## config.mk

```make
export PLATFORM = sky130hd
export DESIGN_NAME = bus_sel_tracker_nbit
export DESIGN_NICKNAME = d
export VERILOG_FILES = /design/src/rtl/mopshub_bus_pkg.sv /design/src/rtl/rr_first_set.sv /design/src/rtl/bus_sel_tracker_nbit.sv
export SDC_FILE = /design/constraint.sdc
export NUM_CORES = 1
export LEC_CHECK = 0
export ABC_AREA = 1
export BUFFER_PORTS_ARGS = -buffer_cell sky130_fd_sc_hd__buf_2
export CORE_UTILIZATION = 60
export DETAILED_ROUTE_END_ITERATION = 6
export PLACE_DENSITY = 0.91
export RECOVER_POWER = 50
export SYNTH_ARGS = -nofsm -noshare
export SYNTH_HDL_FRONTEND = slang
export SYNTH_SLANG_ARGS = --single-unit
```

## constraint.sdc

```tcl
create_clock -name clk -period 10.8 [get_ports clk]
set_input_delay 1.08 -clock clk [delete_from_list [all_inputs] [get_ports clk]]
set_output_delay 1.08 -clock clk [all_outputs]
set_load 0.01 [all_outputs]
```

## src/rtl/mopshub_bus_pkg.sv

```systemverilog
// Shared constants and grant FSM encoding for the bus-select tracker family.
package mopshub_bus_pkg;

   localparam int unsigned NChDefault  = 32;
   localparam int unsigned SelWDefault = $clog2(NChDefault);
   localparam int unsigned CntWDefault = $clog2(NChDefault + 1);

   typedef enum logic [1:0] {
      StIdle,
      StOffer,
      StGap
   } grant_state_e;

endpackage

```

## src/rtl/rr_first_set.sv

```systemverilog
// Circular priority finder: first set bit of mask searching ptr, ptr+1, ..., wrapping at N_CH.
module rr_first_set #(
   parameter int unsigned N_CH  = 32,
   parameter int unsigned SEL_W = 5
) (
   input  logic [N_CH-1:0]  mask,
   input  logic [SEL_W-1:0] ptr,
   output logic             found,
   output logic [SEL_W-1:0] idx
);

   int unsigned cand;

   // ptr is always < N_CH, so one subtraction is enough to wrap
   always_comb begin
      found = 1'b0;
      idx   = '0;
      cand  = 0;
      for (int unsigned i = 0; i < N_CH; i++) begin
         cand = 32'(ptr) + i;
         if (cand >= N_CH) cand = cand - N_CH;
         if (!found && mask[cand]) begin
            found = 1'b1;
            idx   = SEL_W'(cand);
         end
      end
   end

endmodule

```

## src/rtl/bus_sel_tracker_nbit.sv

```systemverilog
// N_CH-bit bus-active mask with load/set/clear and a round-robin valid/ready grant engine.
module bus_sel_tracker_nbit
   import mopshub_bus_pkg::*;
#(
   parameter int unsigned N_CH     = NChDefault,
   parameter int unsigned SEL_W    = SelWDefault,
   parameter int unsigned CNT_W    = CntWDefault,
   parameter bit          AUTO_CLR = 1'b1
) (
   input  logic             clk,
   input  logic             rst,
   input  logic             load_en,
   input  logic [N_CH-1:0]  load_mask,
   input  logic             set_en,
   input  logic [SEL_W-1:0] set_sel,
   input  logic             clr_en,
   input  logic [SEL_W-1:0] clr_sel,
   output logic [N_CH-1:0]  mask_out,
   output logic [CNT_W-1:0] active_cnt,
   output logic             mask_empty,
   output logic             grant_valid,
   output logic [SEL_W-1:0] grant_sel,
   input  logic             grant_ready,
   output logic             sel_err
);

   logic [N_CH-1:0]  mask_q, mask_d;
   logic [CNT_W-1:0] cnt_q, cnt_d;
   logic             empty_q;
   logic             sel_err_q, sel_err_d;
   logic             valid_q, valid_d;
   logic [SEL_W-1:0] sel_q, sel_d;
   logic [SEL_W-1:0] ptr_q, ptr_d;
   grant_state_e     state_q, state_d;

   logic             set_in_range, clr_in_range;
   logic             set_ok, clr_ok;
   logic             accept, auto_clr;
   logic             found;
   logic [SEL_W-1:0] found_idx;

   assign set_in_range = 32'(set_sel) < N_CH;
   assign clr_in_range = 32'(clr_sel) < N_CH;
   assign set_ok       = set_en && set_in_range;
   assign clr_ok       = clr_en && clr_in_range;
   assign sel_err_d    = (set_en && !set_in_range) || (clr_en && !clr_in_range);
   assign accept       = valid_q && grant_ready;
   assign auto_clr     = AUTO_CLR && accept;

   rr_first_set #(
      .N_CH  (N_CH),
      .SEL_W (SEL_W)
   ) u_rr_first_set (
      .mask  (mask_q),
      .ptr   (ptr_q),
      .found (found),
      .idx   (found_idx)
   );

   // Later assignments win: set beats auto-clear, clear beats set.
   always_comb begin
      mask_d = mask_q;
      if (load_en) begin
         mask_d = load_mask;
      end else begin
         for (int unsigned i = 0; i < N_CH; i++) begin
            if (auto_clr && 32'(sel_q) == i) mask_d[i] = 1'b0;
            if (set_ok && 32'(set_sel) == i) mask_d[i] = 1'b1;
            if (clr_ok && 32'(clr_sel) == i) mask_d[i] = 1'b0;
         end
      end
   end

   always_comb begin
      cnt_d = '0;
      for (int unsigned i = 0; i < N_CH; i++) begin
         cnt_d = cnt_d + CNT_W'(mask_d[i]);
      end
   end

   always_comb begin
      state_d = state_q;
      valid_d = valid_q;
      sel_d   = sel_q;
      ptr_d   = ptr_q;
      unique case (state_q)
         StIdle: begin
            // Never offer a bit that is being cleared on this very edge
            if (found && mask_d[found_idx]) begin
               sel_d   = found_idx;
               valid_d = 1'b1;
               state_d = StOffer;
            end
         end
         StOffer: begin
            if (accept) begin
               valid_d = 1'b0;
               ptr_d   = (32'(sel_q) == N_CH - 1) ? '0 : sel_q + 1'b1;
               state_d = StGap;
            end else if (!mask_d[sel_q]) begin
               valid_d = 1'b0;
               state_d = StIdle;
            end
         end
         StGap: begin
            state_d = StIdle;
         end
         default: begin
            valid_d = 1'b0;
            state_d = StIdle;
         end
      endcase
   end

   always_ff @(posedge clk) begin
      if (rst) begin
         mask_q    <= '0;
         cnt_q     <= '0;
         empty_q   <= 1'b1;
         sel_err_q <= 1'b0;
         valid_q   <= 1'b0;
         sel_q     <= '0;
         ptr_q     <= '0;
         state_q   <= StIdle;
      end else begin
         mask_q    <= mask_d;
         cnt_q     <= cnt_d;
         empty_q   <= (mask_d == '0);
         sel_err_q <= sel_err_d;
         valid_q   <= valid_d;
         sel_q     <= sel_d;
         ptr_q     <= ptr_d;
         state_q   <= state_d;
      end
   end

   assign mask_out    = mask_q;
   assign active_cnt  = cnt_q;
   assign mask_empty  = empty_q;
   assign sel_err     = sel_err_q;
   assign grant_valid = valid_q;
   assign grant_sel   = sel_q;

endmodule
```

# == Word level (Yosys, flattened, before mapping) ==
# Cells that the tools add are included.
# totals
word_cells,705
reg_bits,52
input_bits,48
# op_classes
n_addsub,95
n_reduce_logical,169
muxes,270
n_lt_le_gt_ge,66
bitwise_logic,1
n_eq_ne,97
# ops
operator,count
$mux W32,33
$lt A32 B6 Y1 const B,32
$ge A32 B6 Y1 const B,31
$sub A32 B6 Y32 const B,31
$eq A5 B5 Y1 const B,48
$bmux W1 S5,34
$mux W1,165
$mux W5,33
$add A6 B1 Y6,26
$logic_and A1 B1 Y1,129
$eq A5 B4 Y1 const B,24
$add A5 B5 Y6 const B,16
$eq A5 B3 Y1 const B,12
$add A5 B4 Y6 const B,8
$logic_not A32 Y1,1
$logic_not A1 Y1,31
$eq A5 B2 Y1 const B,6
$add A5 B3 Y6 const B,4
$eq A5 B1 Y1 const B,3
$logic_not A5 Y1,3
$add A5 B2 Y6 const B,2
$lt A5 B6 Y1 const B,2
$sub A5 B6 Y7 const B,1
$add A5 B1 Y6,1
other kinds (18),22

# == Logic depth before layout (Yosys ltp) ==
# Gate-level depths: netlist of the first run.
# depth
word_depth,103
ltp_mapped,48
depth_no_buf,44

# == By module ==
# Synthesis of the first run repeated with hierarchy kept, for this count alone.
# unflattened
cells_unflattened,1621
area_unflattened_um2,8841.0
# by_module_without_submodules
module,instances,seq_area_each_um2,area_each_um2,cells_each
bus_sel_tracker_nbit,1,1041.0,4643.2,795
rr_first_set,1,0.0,4197.8,826

# == Worst setup path after synthesis of the first run ==
# Ideal clock, no wire load.
# synth_timing
kind,in2reg
startpoint,in load_en
endpoint,reg cnt_q[4] (netlist: active_cnt[4])
t_arrival_ns,6.128
path_stages,27
setup_slack_ns,4.553
t_required_ns,10.681
n_path_buf,3
cell_sequence,clkbuf_1 inv_1 clkbuf_1 clkbuf_1 nand3_1 o21ai_0 fa_1 inv_1 fa_1 inv_1 fa_1 inv_1 fa_1 fa_1 fa_1 inv_1 ha_1 inv_1 fa_1 inv_1 nand2_1 inv_1 nor2_1 nor2_1 nor2_1 o21ai_0 a21oi_1
# synth_via
elab_cells_between_ends,32
# synth_rtl
item,line,rtl
"start, declared",bus_sel_tracker_nbit.sv:12,"input logic load_en,"
$mux W32,bus_sel_tracker_nbit.sv:63,if (load_en) begin
via mask_d[17],bus_sel_tracker_nbit.sv:27,"logic [N_CH-1:0] mask_q, mask_d;"
$add A6 B1 Y6 (15 in a row),bus_sel_tracker_nbit.sv:77,cnt_d = cnt_d + CNT_W'(mask_d[i]);
"end signal, assigned",bus_sel_tracker_nbit.sv:127,cnt_q <= cnt_d;
"end, declared",bus_sel_tracker_nbit.sv:28,"logic [CNT_W-1:0] cnt_q, cnt_d;"
# The timed path passes the listed nets, and every way through them passes these cells.
# A chain may end at the register's enable or synchronous reset.

# == Worst setup path in the final report of the first run ==
# layout_timing
startpoint,reg ptr_q[1]
endpoint,reg sel_q[2] (netlist: grant_sel[2])
# layout_via
elab_chain_len,102
elab_cells_between_ends,321
# layout_lines
item,line,rtl
"start, declared",bus_sel_tracker_nbit.sv:33,"logic [SEL_W-1:0] ptr_q, ptr_d;"
"start signal, assigned",bus_sel_tracker_nbit.sv:132,ptr_q <= ptr_d;
branches (longest 102 deep; another with $sub A32 B6 Y32),-,
"end signal, assigned",bus_sel_tracker_nbit.sv:131,sel_q <= sel_d;
"end, declared",bus_sel_tracker_nbit.sv:32,"logic [SEL_W-1:0] sel_q, sel_d;"
# Several ways; the timed one is not identified. The select of a mux whose other input is x is not followed.

==> results of run 1 <==
[kinds of logic after synthesis]
family / count (synthesis)
buffers and inverters: 288
DFF: 52
xor gates and xnor gates: 21
adders and majority gates: 51
and+or+nand+nor: 899
muxes: 1
other: 1
AOI/OAI and AO/OA: 241
[metal layers]
metal	vias up	global-route usage	wire length [microns]
met3	263	0.118	4210
met2	823	0.774	15500
li1	5183	-	-
met4	0	0.435	3900
met1	4882	0.555	12400
met5	-	0	0
[metrics by stage]
step	hold slack (ns)	power [mW]
after floorplan	0.495	1.22
after global placement	0.469	1.48
after detailed placement	0.470	1.52
after CTS	0.481	1.69
after global routing	0.521	1.89
final	0.480	1.73
[report_power, final]
group          switching (mW)  leakage [nW]  internal, mW
Sequential             0.0421         0.428         0.221
Combinational           0.862          3.96         0.436
Clock                  0.0751        0.0766        0.0917
Total                   0.980          4.46         0.748
[synthesized netlist by cell type, drive strengths merged (10+ instances only)]
| cell type | instances |
|---|---|
| o21a | 11 |
| nor2 | 146 |
| clkbuf | 31 |
| buf | 26 |
| nand2 | 409 |
| ha | 27 |
| a21oi | 37 |
| xor2 | 18 |
| nand3 | 280 |
| fa | 24 |
| nand4 | 29 |
| dfxtp | 52 |
| inv | 231 |
| o21ai | 170 |
| nor3 | 10 |
[worst reg2reg max path: cells and delay by family (launching register included)]
kind / cells / cell delay, ns
AOI/OAI and AO/OA: 3 / 0.40
adders and majority gates: 1 / 0.43
buffers and inverters: 4 / 1.34
DFF: 1 / 0.32
and+or+nand+nor: 28 / 4.24
[layout make-up]
| type | count | area, sq um | area share |
|---|---|---|---|
| clock buffer | 6 | 139 | 0.0150 |
| clock inverter | 2 | 10.0 | 0.00108 |
| inverter | 231 | 867 | 0.0937 |
| multi-input combinational | 1214 | 6470 | 0.699 |
| sequential | 52 | 1040 | 0.112 |
| tap | 180 | 225 | 0.0243 |
| timing repair buffer | 105 | 503 | 0.0543 |
[sequential cells by signal, summed over array words and instances, names as in the netlist]
name / flops
grant_valid: 1
mask_empty: 1
grant_sel: 5
mask_out: 32
active_cnt: 6
ptr_q: 5
state_q: 2
[how the worst max path moves through the flow]
| stage | startpoint | end | cells past startpoint |
|---|---|---|---|
| floorplan | load_en | active_cnt[4] | 27 |
| global placement | clr_en | active_cnt[5] | 21 |
| detailed placement | clr_en | active_cnt[5] | 21 |
| CTS | clr_en | active_cnt[5] | 21 |
| global route | ptr_q[1] | grant_sel[2] | 36 |
| finish | ptr_q[1] | grant_sel[2] | 36 |
==> results.ini, run 1 <==
[setup_path]
critPathTopFamily = simple AND/OR/NAND/NOR gates
end_kind = flip-flop
cp_slowest_stage_delay_ns = 0.50
path_max_fanout = 35
reg2reg_from = ptr_q[1]
required_ns = 11.03
crit_buf_inv = 4
worstSetupStartpointType = flip-flop
reg2reg_to = grant_sel[2]
arrival_ns = 7.00
worstSetupPathType = reg -> reg
r2r_slack_ns = 4.03
slowest_stage = inv_2
reg2reg_depth = 36

[synth]
synthSimpleGateAreaFrac = 0.478
synth_top_family_by_area = simple AND/OR/NAND/NOR gates
async_reset_ff_frac = 0
netlist_instances = 1554
synth_xor_area_frac = 0.0221
yosys.cell_types.count = 49
yosysWarningCount = 0
synth.top_cell.area_share = 0.176
synth_area_leader_cell = nand2_1
synth-seq-area-share = 0.120
ys.flop_type = dfxtp_1
synth-compound-area-share = 0.151
synth.area.top_cells = nand2_1 18%, nand3_1 16%, dfxtp_1 12%
synth.cell_area_sq_um = 8660
avgSynthCellArea_sq_um = 5.57
synth_fa_ha_area_frac = 0.0945
synth_fp_nets = 1653
ys_ff_latch = 52
muxShareOfSynthArea = 0.00116
synth_edf_count = 0

[sta]
slew_violations = 44
setup-tns-final_ns = 0
tightest_slew_ns = 1.95
period_needed_ns = 6.77
finalCritPeriodShare = 0.627
worst_clock_skew_ns = 0.00789
max_freq_ghz = 0.148
final_hold_viol_count = 0
setup_viol = 0
rsz0062_at_grt = no
worst_slack_ns = 4.03
max_slew_margin = -0.298

[final_layout]
finalInstanceArea_sq_um = 9260
final_cell_mix = 406 x nand2_1, 274 x nand3_1, 223 x inv_1
drive_gt1_frac = 0.0702
nets = 1708
utilization = 0.662
layout_commonest_cell = nand2_1
fillers = 1462
finalNonFillerCells = 1790
diodes = 0
area_delta_synth_final_pct = 6.86

[clocking]
holdBufCountCts = 0
cts_resized = 0
clk_latency_ns = 0.30
root_buffer = clkbuf_16
cts_inserted_buffers = 5
htreeDepth = 2
cts_tree = built
cts_setup_buffers = 0
path_clk_slew_ns = 0.07
cts_sinks = 52
clockBufferDepth = 2

[routing]
ant_nets = 0
drt_iter0_markers = 1631
drc = 16
post_drt_wl_per_cell_microns = 20.1
drt-vias-per-instance = 6.23
vias = 11200
dr.pass1.iters = 7
wl_microns = 36100

[die]
core_region_area_sq_um = 14000
die-height_microns = 122
row_count = 43
fp.dieW_microns = 122
fp.dieArea_sq_um = 14900
start_util = 0.619
ios = 94

[placed_design]
place_congestion = 1.16
dp.final_hpwl_microns = 27900
placed_cells = 1782
pre_cts_ws_ns = 3.91
placedInstanceArea_sq_um = 9160
port_buffers = 92

[worst_hold_path]
min_to = grant_valid
hp-class = reg -> reg
hold_depth = 2
hp-start = grant_valid

[global_routing]
grt_first_pass_wirelength_microns = 55000
overflow = 0
track_usage = 0.492
first_global_vias = 10100
grt_max_degree = 57
antenna_found_initial = 0

[outcome]
status = complete, but fails checks
violations = DRC, capacitance limit, slew limit

[job]
maxCapViolations = 1

[pwr]
power_density_nw_per_um2 = 187
p_leak_nw = 4.46
irDropWorstVdd_v = 0.000306

Note: power is estimated with default switching activity, not from simulation.
==> inputs of run 2 (changes only) <==
Settings changed: CORE_UTILIZATION 60 to 56, PLACE_DENSITY 0.91 to 0.9.
Clock period 10.8 ns to 5.7 ns, I/O delays scaled along.
==> run 2 against run 1 <==
The run now fails in global routing (5_1_grt). Synthesized cell count unchanged. Area after synthesis unchanged.
==> results.ini, run 2 <==
[outcome]
status = stopped before the end  ; was complete, but fails checks
haltStage = global routing (5_1_grt)
error = [ERROR GRT-0232] Routing congestion too high. Check the congestion heatmap in the GUI.

[die]
die-height_microns = 126  ; was 122 microns
start_util = 0.572  ; was 0.619
fp.dieW_microns = 126  ; was 122 microns
row_count = 45  ; was 43
ios = 94  ; unchanged

[clocking]
cts_setup_buffers = 0  ; unchanged
htreeDepth = 2  ; unchanged
cts_sinks = 52  ; unchanged
root_buffer = clkbuf_16  ; unchanged
clockBufferDepth = 2  ; unchanged
cts_inserted_buffers = 5  ; unchanged

[synth]
ys_ff_latch = 52  ; unchanged
synth_fp_nets = 1653  ; unchanged
synth_area_leader_cell = nand2_1  ; unchanged
synth-seq-area-share = 0.120  ; unchanged
synth.top_cells.by_count = 406 x nand2_1, 274 x nand3_1, 223 x inv_1  ; unchanged
yosys.cell_types.count = 49  ; unchanged
netlist_instances = 1554  ; unchanged
synth.top_cell.area_share = 0.176  ; unchanged
avgSynthCellArea_sq_um = 5.57  ; unchanged
yosysWarningCount = 0  ; unchanged
synth.cell_area_sq_um = 8660  ; unchanged
synth_edf_count = 0  ; unchanged
async_reset_ff_frac = 0  ; unchanged
ys.flop_type = dfxtp_1  ; unchanged
synth.area.top_cells = nand2_1 18%, nand3_1 16%, dfxtp_1 12%  ; unchanged
yosysMostFrequentCell = nand2_1  ; unchanged

[global_routing]
track_usage = 0.591
overflow = 42
grt_max_degree = 44

[placed_design]
port_buffers = 92  ; unchanged
pre_cts_ws_ns = -0.233  ; was 3.91 ns
dp.final_hpwl_microns = 27100  ; was 27900 microns
place_congestion = 1.25  ; was 1.16

[sta]
grt-worst-endpoint = active_cnt[4]$_SDFF_PP0_/D
endpoint_type = register data pin

run 2: kinds of logic after synthesis:
| family | share of synthesized area |
|---|---|
| and+or+nand+nor | 0.478 |
| DFF | 0.120 |
| adders and majority gates | 0.0945 |
| muxes | 0.00116 |
| other | 0.000433 |
| xor gates and xnor gates | 0.0221 |
| AOI/OAI and AO/OA | 0.151 |
| buffers and inverters | 0.133 |
run 2: stage by stage:
step	area, sq um	cells	util	hold WS (ns)	setup TNS [ns]
detailed placement	9790	1871	0.647	0.490	-0.791
global placement	9790	1871	0.647	0.478	-0.162
floorplan	8660	1554	-	0.495	0
CTS	9970	1879	0.658	0.499	0
run 2: per-layer routing:
| metal | GRT overflow | GRT usage |
|---|---|---|
| met1 | 0 | 0.606 |
| met2 | 23 | 0.789 |
| met3 | 1 | 0.393 |
| met4 | 18 | 0.571 |
| met5 | 0 | 0.0836 |
run 2: timing repair:
action,4_1_cts
setup endpoints to repair,9
resized for setup,5
hold buffers,0
==> inputs of run 3 (changes only) <==
Settings changed: CORE_UTILIZATION 56 to 40, PLACE_DENSITY 0.9 to not set, PLACE_DENSITY_LB_ADDON set to 0.15.
Clock period 5.7 ns to 7.4 ns, I/O delays scaled along.
==> run 3 against run 2 <==
The flow now finishes, with violations (capacitance limit, slew limit).
==> results.ini, run 3 (synthesized netlist as in run 1, its figures left out) <==
[outcome]
status = complete, but fails checks  ; was stopped before the end
violations = capacitance limit, slew limit

[die]
fp.dieArea_sq_um = 22300
core_region_area_sq_um = 21200
die-height_microns = 149  ; was 126 microns
ios = 94  ; unchanged
row_count = 53  ; was 45
start_util = 0.410  ; was 0.572
fp.dieW_microns = 149  ; was 126 microns

[final_layout]
area_delta_synth_final_pct = 10.9
drive_gt1_frac = 0.0832
largest_reg_flops = 32
nets = 1733
diodes = 0
final_cell_mix = 406 x nand2_1, 274 x nand3_1, 223 x inv_1
finalInstanceArea_sq_um = 9600
layout_commonest_cell = nand2_1
fillers = 2412

[sta]
worst_clock_skew_ns = 0.0135
setup-tns-final_ns = 0
tightest_slew_ns = 2.04
period_needed_ns = 6.53
setup_viol = 0
max_slew_margin = -0.361
finalCritPeriodShare = 0.882
rsz0062_at_grt = no
max_freq_ghz = 0.153
hold_slack_ns = 0.487
final_hold_viol_count = 0
slew_violations = 44

[global_routing]
grt_first_pass_wirelength_microns = 60200
antenna_found_initial = 0
track_usage = 0.362
grt_max_degree = 44
first_global_vias = 10200
overflow = 0

[routing]
vias = 10800
ant_nets = 0
drc = 0
drt-vias-per-instance = 5.64
wl_microns = 39600
post_drt_wl_per_cell_microns = 20.7
drt_iter0_markers = 961
dr.pass1.iters = 6

[setup_path]
r2r_slack_ns = 0.87
worstSetupPathType = reg -> reg
worstSetupStartpointType = flip-flop
critPathTopFamily = adder cells
slowest_stage = clkbuf_1
arrival_ns = 6.72
end_kind = flip-flop
path_max_fanout = 13
crit_buf_inv = 9
required_ns = 7.59
crit_path_frequent_cell = inv_1
cp_slowest_stage_delay_ns = 0.55

[clocking]
cts_sinks = 52  ; unchanged
cts_inserted_buffers = 5  ; unchanged
cts_setup_buffers = 0  ; unchanged
path_clk_slew_ns = 0.08
cts_tree = built
root_buffer = clkbuf_16  ; unchanged
clk_latency_ns = 0.30
cts_resized = 0  ; was 5
holdBufCountCts = 0  ; unchanged
htreeDepth = 2  ; unchanged
clockBufferDepth = 2  ; unchanged

[placed_design]
place_congestion = 1.04  ; was 1.25
placedInstanceArea_sq_um = 9470  ; was 9790 sq um
port_buffers = 92  ; unchanged
dp.final_hpwl_microns = 31900  ; was 27100 microns

[job]
maxCapViolations = 1

[pwr]
p_leak_nw = 4.60
power_density_nw_per_um2 = 272
total_power_mw = 2.61
irDropWorstVdd_v = 0.000304

[worst_hold_path]
hp-class = reg -> reg

==> run 3: final timing paths <==
check | start | endpoint | cells after the start
worst max-delay path | grant_sel[1] | active_cnt[4] | 29
worst min register to register | grant_valid | grant_valid | 2
worst min-delay path | grant_valid | grant_valid | 2
worst max register to register | grant_sel[1] | active_cnt[4] | 29
==> run 3: per-stage QoR <==
| step | std cells | worst slack (ns) | util |
|---|---|---|---|
| finish | 1910 | 0.871 | 0.454 |
| global route | 1910 | 0.314 | 0.454 |
| CTS | 1910 | 1.03 | 0.457 |
| detailed placement | 1902 | 0.806 | 0.448 |
| global placement | 1902 | 0.823 | 0.448 |
| floorplan | 1554 | 1.49 | - |
==> run 3: report_power, final <==
group	switching, mW	total, mW	internal (mW)	leakage, nW
clock	0.117	0.312	0.195	0.0944
combinational	1.27	1.92	0.652	4.07
sequential	0.0522	0.375	0.322	0.428
==> run 3: area by class of cell <==
| cell class | count | area (sq um) | share of cell area |
|---|---|---|---|
| Inverter | 231 | 867 | 0.0903 |
| Tap cell | 275 | 344 | 0.0358 |
| Multi-Input combinational cell | 1214 | 6470 | 0.674 |
| Clock inverter | 3 | 68.8 | 0.00717 |
| Timing Repair Buffer | 130 | 686 | 0.0714 |
| Clock buffer | 5 | 125 | 0.0130 |
| Sequential cell | 52 | 1040 | 0.108 |
==> run 3: worst register-to-register path, delay by kind of cell, from the launching register on <==
family | cells | cell delay, ns
buf+inv | 9 | 1.30
fa+ha+maj | 9 | 3.76
flops | 1 | 0.35
simple gates | 6 | 0.43
compound gates | 5 | 0.57
==> run 3: routing by layer <==
| layer | share of wire | track usage | vias to the layer above |
|---|---|---|---|
| met2 | 0.46 | 0.604 | 501 |
| li1 | - | - | 5215 |
| met3 | 0.064 | 0.0373 | 140 |
| met1 | 0.40 | 0.439 | 4923 |
| met5 | 0 | 0 | - |
| met4 | 0.072 | 0.243 | 0 |
==> inputs of run 4 (changes only) <==
Settings changed: CELL_PAD_IN_SITES_DETAIL_PLACEMENT set to 0, CELL_PAD_IN_SITES_GLOBAL_PLACEMENT set to 1.
==> run 4 against run 3 <==
The flow finishes with violations (DRC, capacitance limit, slew limit). Critical path type unchanged. Critical path depth unchanged. Global-route usage up 0.16 points. Clock skew down 0.0058 ns. First-iteration DRC count up 4.6%. Setup slack worse by 0.14 ns. Largest cell class unchanged. Utilization down 0.56 points. Final cell count down 0.52%. Sequential power about the same. Hold slack worse by 0.0055 ns. Sequential share of layout area up 0.14 points. Combinational power about the same.
==> results.ini, run 4 (synthesized netlist as in run 1, its figures left out) <==
[outcome]
status = complete, but fails checks  ; unchanged
violations = DRC, capacitance limit, slew limit  ; was capacitance limit, slew limit

[routing]
drt-vias-per-instance = 5.66  ; was 5.64
drt_iter0_markers = 1005  ; was 961
dr.pass1.iters = 7  ; was 6
wl_microns = 40400  ; was 39600 microns
post_drt_wl_per_cell_microns = 21.3  ; was 20.7 microns
vias = 10700  ; was 10800
ant_nets = 0  ; unchanged
drc = 1  ; was 0

[clocking]
path_clk_slew_ns = 0.07  ; was 0.08 ns
cts_sinks = 52  ; unchanged
cts_setup_buffers = 0  ; unchanged
clk_latency_ns = 0.30  ; about the same
htreeDepth = 2  ; unchanged
clockBufferDepth = 2  ; unchanged
cts_tree = built  ; unchanged
cts_inserted_buffers = 5  ; unchanged
root_buffer = clkbuf_16  ; unchanged
holdBufCountCts = 0  ; unchanged
cts_resized = 0  ; unchanged

[placed_design]
port_buffers = 92  ; unchanged
pre_cts_ws_ns = 0.788  ; was 0.806 ns
placed_cells = 1892  ; was 1902
dp.final_hpwl_microns = 32400  ; was 31900 microns
place_congestion = 1.04  ; about the same
placedInstanceArea_sq_um = 9400  ; was 9470 sq um

[die]
fp.dieW_microns = 149  ; unchanged
start_util = 0.410  ; unchanged
die-height_microns = 149  ; unchanged
row_count = 53  ; unchanged
ios = 94  ; unchanged
fp.dieArea_sq_um = 22300  ; unchanged
core_region_area_sq_um = 21200  ; unchanged

[final_layout]
finalNonFillerCells = 1900  ; was 1910
drive_gt1_frac = 0.0769  ; was 0.0832
nets = 1723  ; was 1733
utilization = 0.448  ; was 0.454
final_cell_mix = 406 x nand2_1, 274 x nand3_1, 223 x inv_1  ; unchanged
finalInstanceArea_sq_um = 9490  ; was 9600 sq um
area_delta_synth_final_pct = 9.49  ; was 10.9%
layout_commonest_cell = nand2_1  ; unchanged
largest_reg_flops = 32  ; unchanged
diodes = 0  ; unchanged

[sta]
setup_viol = 0  ; unchanged
max_slew_margin = -0.355  ; was -0.361
final_hold_viol_count = 0  ; unchanged
period_needed_ns = 6.67  ; was 6.53 ns
rsz0062_at_grt = no  ; unchanged
slew_violations = 44  ; unchanged
worst_clock_skew_ns = 0.00765  ; was 0.0135 ns
hold_slack_ns = 0.482  ; was 0.487 ns
tightest_slew_ns = 2.03  ; was 2.04 ns
worst_slack_ns = 0.729  ; was 0.871 ns
setup-tns-final_ns = 0  ; unchanged
finalCritPeriodShare = 0.901  ; was 0.882
max_freq_ghz = 0.150  ; was 0.153 GHz

[setup_path]
worstSetupPathType = reg -> reg  ; unchanged
crit_buf_inv = 9  ; unchanged
arrival_ns = 6.86  ; was 6.72 ns
required_ns = 7.59  ; about the same
slowest_stage = clkbuf_1  ; unchanged
cp_slowest_stage_delay_ns = 0.57  ; was 0.55 ns
worstSetupStartpointType = flip-flop  ; unchanged
path_max_fanout = 13  ; unchanged
critPathTopFamily = adder cells  ; unchanged
crit_path_frequent_cell = inv_1  ; unchanged
end_kind = flip-flop  ; unchanged

[global_routing]
track_usage = 0.364  ; was 0.362
first_global_vias = 10100  ; was 10200
overflow = 0  ; unchanged
grt_first_pass_wirelength_microns = 59900  ; was 60200 microns
grt_max_degree = 44  ; unchanged
antenna_found_initial = 0  ; unchanged

[pwr]
p_sw_mw = 1.45  ; was 1.44 mW
seqPwrFrac = 0.147  ; was 0.143
power_density_nw_per_um2 = 270  ; was 272 nW/um^2
internal_power_mw = 1.11  ; was 1.17 mW
comb_power_share = 0.758  ; was 0.737
irDropWorstVdd_v = 0.000453  ; was 0.000304 V
switching_share = 0.567  ; was 0.552
p_leak_nw = 4.52  ; was 4.60 nW
total_power_mw = 2.56  ; was 2.61 mW
clockPowerShare = 0.096  ; was 0.120

[worst_hold_path]
hp-class = reg -> reg  ; unchanged

[job]
maxCapViolations = 1  ; unchanged

run 4: cell types whose count changed in the layout (fill, tap and decap cells not counted):
cell	before	now
clkinvlp_4	0	1
bufinv_16	2	0
clkbuf_8	0	1
buf_4	37	27
clkbuf_1	46	47
inv_6	1	0
run 4: area by class of cell:
cell class	count	area [sq um]
inverters	231	867
multi-input cells	1214	6470
fillers	2459	11700
clock buffers	7	143
well taps	275	344
flip-flops and latches	52	1040
repair buffers	120	611
clock inverters	1	7.51
run 4: path summary, 6_finish.rpt:
| kind | startpoint | to | slack (ns) | cells past startpoint |
|---|---|---|---|---|
| setup / recovery | grant_sel[1] | active_cnt[4] | 0.73 | 29 |
| hold / removal | grant_valid | grant_valid | 0.48 | 2 |
| setup reg to reg | grant_sel[1] | active_cnt[4] | 0.73 | 29 |
| hold reg to reg | grant_valid | grant_valid | 0.48 | 2 |
run 4: layer usage:
layer | global-route usage | vias up | share of wire
li1 | - | 5187 | -
met1 | 0.426 | 4919 | 0.40
met2 | 0.625 | 508 | 0.47
met3 | 0.0459 | 131 | 0.063
met4 | 0.230 | 0 | 0.069
met5 | 0 | - | 0
run 4: tightest hold or removal path: cells and delay by family (launching register included):
family,cells,cell delay [ns]
flip-flops,1,0.32
AND/OR/NAND/NOR,1,0.06
AO/OA/AOI/OAI,1,0.05
run 4: power groups by stage:
stage | registers (mW) | clock network (mW) | logic (mW)
after global routing | 0.377 | 0.257 | 2.19
after CTS | 0.371 | 0.246 | 1.93
final | 0.375 | 0.244 | 1.94
after global placement | 0.378 | 0 | 1.91
after floorplan | 0.368 | 0 | 1.42
after detailed placement | 0.378 | 0 | 1.92
